==> src/rtl/rice_pkg.sv <==
// Shared types and default widths for the Rice bitstream unpacker.
package rice_pkg;

  typedef enum logic [0:0] {
    RUN = 1'b0,
    ERR = 1'b1
  } state_e;

  localparam int DEF_W_WORD = 32;
  localparam int DEF_W_VAL  = 32;
  localparam int DEF_K_W    = 4;

endpackage

==> src/rtl/count_lead_zero.sv <==
// Leading-zero counter; an all-zero input returns W_IN.
module count_lead_zero #(
  parameter int W_IN  = 32,
  parameter int W_OUT = $clog2(W_IN) + 1
) (
  input  logic [W_IN-1:0]  data_i,
  output logic [W_OUT-1:0] count_o
);

  logic [W_OUT-1:0] cnt;

  // Scan upward so the highest set bit is the last assignment to win.
  always_comb begin
    cnt = W_OUT'(W_IN);
    for (int i = 0; i < W_IN; i++) begin
      if (data_i[i]) cnt = W_OUT'(W_IN - 1 - i);
    end
  end

  assign count_o = cnt;

endmodule

==> src/rtl/rice_unpacker.sv <==
// Rice-code decoder: buffers MSB-first words and emits one (q << k) | r value per cycle.
module rice_unpacker
  import rice_pkg::*;
#(
  parameter int W_WORD = DEF_W_WORD,
  parameter int W_VAL  = DEF_W_VAL,
  parameter int K_W    = DEF_K_W
) (
  input  logic              clk,
  input  logic              rst,
  input  logic [K_W-1:0]    k_i,
  input  logic              flush_i,
  input  logic [W_WORD-1:0] in_data,
  input  logic              in_valid,
  output logic              in_ready,
  output logic [W_VAL-1:0]  out_value,
  output logic              out_valid,
  input  logic              out_ready,
  output logic              err_o
);

  localparam int BW = 2 * W_WORD;
  localparam int FW = $clog2(BW) + 1;
  localparam int QW = $clog2(W_WORD) + 1;
  localparam int LW = ((FW > K_W) ? FW : K_W) + 1;
  localparam logic [FW-1:0] FILL_WORD = FW'(W_WORD);

  state_e            state_q, state_d;
  logic [BW-1:0]     buf_q, buf_d;
  logic [FW-1:0]     fill_q, fill_d;
  logic [W_VAL-1:0]  out_value_q, out_value_d;
  logic              out_valid_q, out_valid_d;

  logic [QW-1:0]     q_cnt;
  logic [LW-1:0]     sym_len;
  logic [LW-1:0]     rem_sh;
  logic [BW-1:0]     after_stop;
  logic [BW-1:0]     rem_bits;
  logic [W_VAL-1:0]  sym_value;
  logic              win_full, all_zero, out_free, accept, decode;
  logic [BW-1:0]     shifted;
  logic [FW-1:0]     fill_s;
  logic [BW-1:0]     incoming;

  count_lead_zero #(
    .W_IN (W_WORD),
    .W_OUT(QW)
  ) u_clz (
    .data_i (buf_q[BW-1 -: W_WORD]),
    .count_o(q_cnt)
  );

  assign win_full = (fill_q >= FILL_WORD);
  assign all_zero = (q_cnt == QW'(W_WORD));
  assign sym_len  = LW'(q_cnt) + LW'(k_i) + LW'(1);
  assign out_free = !out_valid_q || out_ready;

  assign in_ready = (state_q == RUN) && (fill_q <= FILL_WORD);
  assign accept   = in_valid && in_ready;
  assign decode   = (state_q == RUN) && win_full && !all_zero &&
                    (LW'(fill_q) >= sym_len) && out_free;

  // Remainder: drop the unary run and stop bit, then keep the top k bits.
  assign after_stop = buf_q << (q_cnt + QW'(1));
  assign rem_sh     = LW'(BW) - LW'(k_i);
  assign rem_bits   = after_stop >> rem_sh;
  assign sym_value  = (W_VAL'(q_cnt) << k_i) | W_VAL'(rem_bits);

  // A word accepted alongside a decode lands just below the post-shift fill.
  assign shifted  = decode ? (buf_q << sym_len) : buf_q;
  assign fill_s   = decode ? (fill_q - FW'(sym_len)) : fill_q;
  assign incoming = {in_data, {W_WORD{1'b0}}} >> fill_s;

  always_comb begin
    state_d     = state_q;
    buf_d       = buf_q;
    fill_d      = fill_q;
    out_value_d = out_value_q;
    out_valid_d = out_valid_q;
    if (flush_i) begin
      state_d     = RUN;
      buf_d       = '0;
      fill_d      = '0;
      out_valid_d = 1'b0;
    end else begin
      if (out_valid_q && out_ready) out_valid_d = 1'b0;
      if (decode) begin
        out_value_d = sym_value;
        out_valid_d = 1'b1;
      end
      buf_d  = shifted;
      fill_d = fill_s;
      if (accept) begin
        buf_d  = shifted | incoming;
        fill_d = fill_s + FILL_WORD;
      end
      if ((state_q == RUN) && win_full && all_zero) state_d = ERR;
    end
  end

  always_ff @(posedge clk) begin
    if (rst) begin
      state_q     <= RUN;
      buf_q       <= '0;
      fill_q      <= '0;
      out_value_q <= '0;
      out_valid_q <= 1'b0;
    end else begin
      state_q     <= state_d;
      buf_q       <= buf_d;
      fill_q      <= fill_d;
      out_value_q <= out_value_d;
      out_valid_q <= out_valid_d;
    end
  end

  assign out_value = out_value_q;
  assign out_valid = out_valid_q;
  assign err_o     = (state_q == ERR);

endmodule
==> config.mk <==
export PLATFORM = sky130hd
export DESIGN_NAME = rice_unpacker
export DESIGN_NICKNAME = d
export VERILOG_FILES = /design/src/rtl/rice_pkg.sv /design/src/rtl/count_lead_zero.sv /design/src/rtl/rice_unpacker.sv
export SDC_FILE = /design/constraint.sdc
export NUM_CORES = 1
export LEC_CHECK = 0
export CAP_MARGIN = 10
export CORE_AREA = 2 2 268 270
export DETAILED_ROUTE_END_ITERATION = 10
export DIE_AREA = 0 0 270 272
export HOLD_SLACK_MARGIN = 0.1
export PLACE_DENSITY = 0.41
export SLEW_MARGIN = 20
export SYNTH_ARGS = -nofsm -noshare
export SYNTH_HDL_FRONTEND = slang
export SYNTH_SLANG_ARGS = --single-unit
==> constraint.sdc <==
create_clock -name clk -period 11.2 [get_ports clk]
set_input_delay 2.24 -clock clk [delete_from_list [all_inputs] [get_ports clk]]
set_output_delay 2.24 -clock clk [all_outputs]
set_load 0.01 [all_outputs]
==> run_results.csv <==
group,metric,value,unit
global_route,grt.total_usage,0.240,
synthesis,yosysSeqAreaShare,0.120,
critical_path,rr_endpoint,"buf_q[50]",
critical_path,ff2ff_setup_slack,2400,ps
floorplan,row_count,98,
global_route,grt_pass1_wl,136000,um
sta,relSlewSlack,0.245,
sta,report.final.hold_viol_count,0,
clocking,cts_hold_buf,0,
drt,drcViolationCount,0,
drt,wire_per_inst,27.1,um
flow_run,drv_cap,0,
sta,timing.hold.ws,461,ps
min_path,whs_endpoint,"out_value[31]",
synthesis,yosys-top-cells-area,"mux2i_1 16%, dfxtp_1 12%, mux2_2 6.1%",
drt,final_antenna_net_count,0,
final_layout,drive_gt1_frac,0.103,
sta,setup-violations-final,0,
final_layout,fin_util,0.273,
sta,fin_ws,2070,ps
critical_path,crit_fanout,40,
critical_path,cp-start-kind,"input pin",
global_route,grt_max_degree,100,
outcome,status,"finished clean",
clocking,clkLatencyLatePin,390,ps
sta,worst_pin_slew,1130,ps
final_layout,nNetsFinal,2486,
critical_path,path_common_cell,"a21oi_1",
sta,period_share,0.815,
synthesis,ys_top_cells_by_count,"283 x nand2_1, 277 x mux2i_1, 271 x nor2_1, 189 x a21oi_1, 179 x clkbuf_1",
placed_design,placed_cells,3368,
synthesis,ys_types,95,
clocking,cts.path.max_buffers,2,
drt,vias,20933,
drt,dr.pass1.iters,6,
clocking,ctsRootBufferMaster,"clkbuf_16",
power_and_ir_drop,ir_worst_vdd,0.324,mV
global_route,antenna_found_initial,0,
drt,routed_wl,91800,um
placed_design,gp_congestion,0.970,
floorplan,core_area,70800,um2
synthesis,synthArstFlopShare,0,
synthesis,syn_inst,2538,
synthesis,synth_top_area_frac,0.158,
min_path,hp-start,"out_value[31]",
min_path,hold_depth,2,
clocking,cts.clk_slew.worst_paths,90,ps
synthesis,yosysTopAreaCell,"mux2i_1",
synthesis,synth_seq_cells,105,
drt,avgViaCountPerCell,6.18,
floorplan,io-pin-count,76,
floorplan,die_w,270,um
clocking,tritoncts,"built",
floorplan,die_h,272,um
drt,drtIter0Drc,2305,
placed_design,placed_area,19100,um2
synthesis,synth.most_common_cell,"nand2_1",
critical_path,endpoint_kind,"register",
critical_path,reg2regPathDepth,27,
placed_design,dp_hpwl,70000,um
sta,maxSlewViolCount,0,
placed_design,dp_slack,1760,ps
final_layout,postLayoutCellArea,19300,um2
clocking,cts_buffers,9,
min_path,hold_path_class,"reg2reg",
critical_path,cpMaxStageDelayCell,"clkdlybuf4s50_1",
final_layout,area_growth,10.3,%
sta,rsz0062_at_grt,"no",
power_and_ir_drop,p_leak,7.27,nW
clocking,post_cts_buffers,0,
critical_path,path_class,"in2reg",
power_and_ir_drop,p_per_area,333,nW/um2
global_route,grt_pass1_vias,19916,
final_layout,final_cells,3385,
synthesis,synth-edff-count,0,
synthesis,syn-mean-instance-area,6.91,um2
synthesis,syn_area,17500,um2
global_route,grt-ovfl-total,0,
critical_path,cpPeakStageDelay,1010,ps
power_and_ir_drop,power.total,6.44,mW
sta,fin_skew,13.6,ps
critical_path,crit_path_cell_trace,"clkdlybuf4s50_1 -> ha_1 -> a21o_1 -> a21oi_1 -> xor2_2 -> buf_4 -> clkinv_1 -> ha_1 -> o21a_1 -> o31ai_1 -> o211ai_1 -> a31oi_1 -> a21oi_1 -> and2_2 -> buf_4 -> mux2i_1 -> nor2b_1 -> nand2_1 -> nor2_1 -> o211ai_1 -> a21oi_1",
critical_path,required,11520,ps
synthesis,yosys_warnings,0,
synthesis,synthesis.nets,2595,
sta,fmax,0.109,GHz
floorplan,start_util,0.248,
placed_design,io_buffers,75,
floorplan,die-area,73400,um2
clocking,cts.sinks,105,
clocking,ctsResizeCount,0,
critical_path,r2r_start,"buf_q[62]",
clocking,htree_levels,3,
sta,finalSetupTns,0,ps
critical_path,cp.arrival,9460,ps
synthesis,synth-main-ff-cell,"dfxtp_1",
sta,finalCriticalPeriod,9130,ps
[worst max-delay path by stage]
stage	startpoint	end	slack [ps]	cells past startpoint
after floorplan	k_i[0]	buf_q[20]	2120	31
after global placement	k_i[2]	buf_q[33]	1780	22
after detailed placement	k_i[2]	buf_q[33]	1760	23
after CTS	k_i[2]	buf_q[50]	2170	21
after global routing	k_i[2]	buf_q[50]	1630	21
final	k_i[2]	buf_q[50]	2070	21
[cell type report]
| class | count | area (um2) |
|---|---|---|
| diodes | 1 | 2.50 |
| clock buffers | 9 | 225 |
| clock inverters | 7 | 62.6 |
| fillers | 7840 | 51400 |
| inverters | 32 | 120 |
| multi-input cells | 2147 | 14500 |
| flip-flops and latches | 105 | 2100 |
| well taps | 950 | 1190 |
| repair buffers | 134 | 1190 |
[metal layers]
| metal | track usage | routed length, um | vias up | part of all wire |
|---|---|---|---|---|
| met5 | 0 | 0 | - | 0 |
| met2 | 0.396 | 42300 | 1013 | 0.46 |
| met1 | 0.317 | 39500 | 10310 | 0.43 |
| met4 | 0.102 | 4220 | 0 | 0.046 |
| met3 | 0.0292 | 5790 | 180 | 0.063 |
| li1 | - | - | 9430 | - |
[sequential cells by signal (all words and copies together), names as in the netlist]
name and flops:
out_valid 1, fill_q 7, buf_q 64, out_value 32, err_o 1
[logic make-up (layout without fill, tap and decap cells)]
logic type / count (synthesis) / after routing / share of synthesized area
compound gates: 882 / 882 / 0.341
xor+xnor: 12 / 12 / 0.00599
flops: 105 / 105 / 0.120
buf+inv: 286 / 182 / 0.0663
simple gates: 851 / 851 / 0.219
mux: 384 / 384 / 0.234
other cells: 1 / 2 / 0.000214
fa+ha+maj: 17 / 17 / 0.0128
[cells in the final DEF (no fill, tap or decap), types with 75 or more instances in the layout]
master,n
a211oi_1,96
mux2i_1,275
a21oi_1,188
nor2_1,268
clkdlybuf4s50_1,75
nand3_1,77
nand2_1,282
o21ai_0,169
dfxtp_1,105
mux2_2,95
[report_power, final]
part           internal [mW]  switching (mW)
Combinational           1.80            3.87
Sequential             0.389          0.0489
Clock                  0.156           0.177
[critical path, delay by kind of cell]
family	cells	cell delay, ps
adders and majority gates	2	810
muxes	1	400
buffers and inverters	4	2040
AOI/OAI and AO/OA	9	1780
and+or+nand+nor	4	2010
xor gates and xnor gates	1	160
Note: power is estimated with default switching activity, not from simulation.
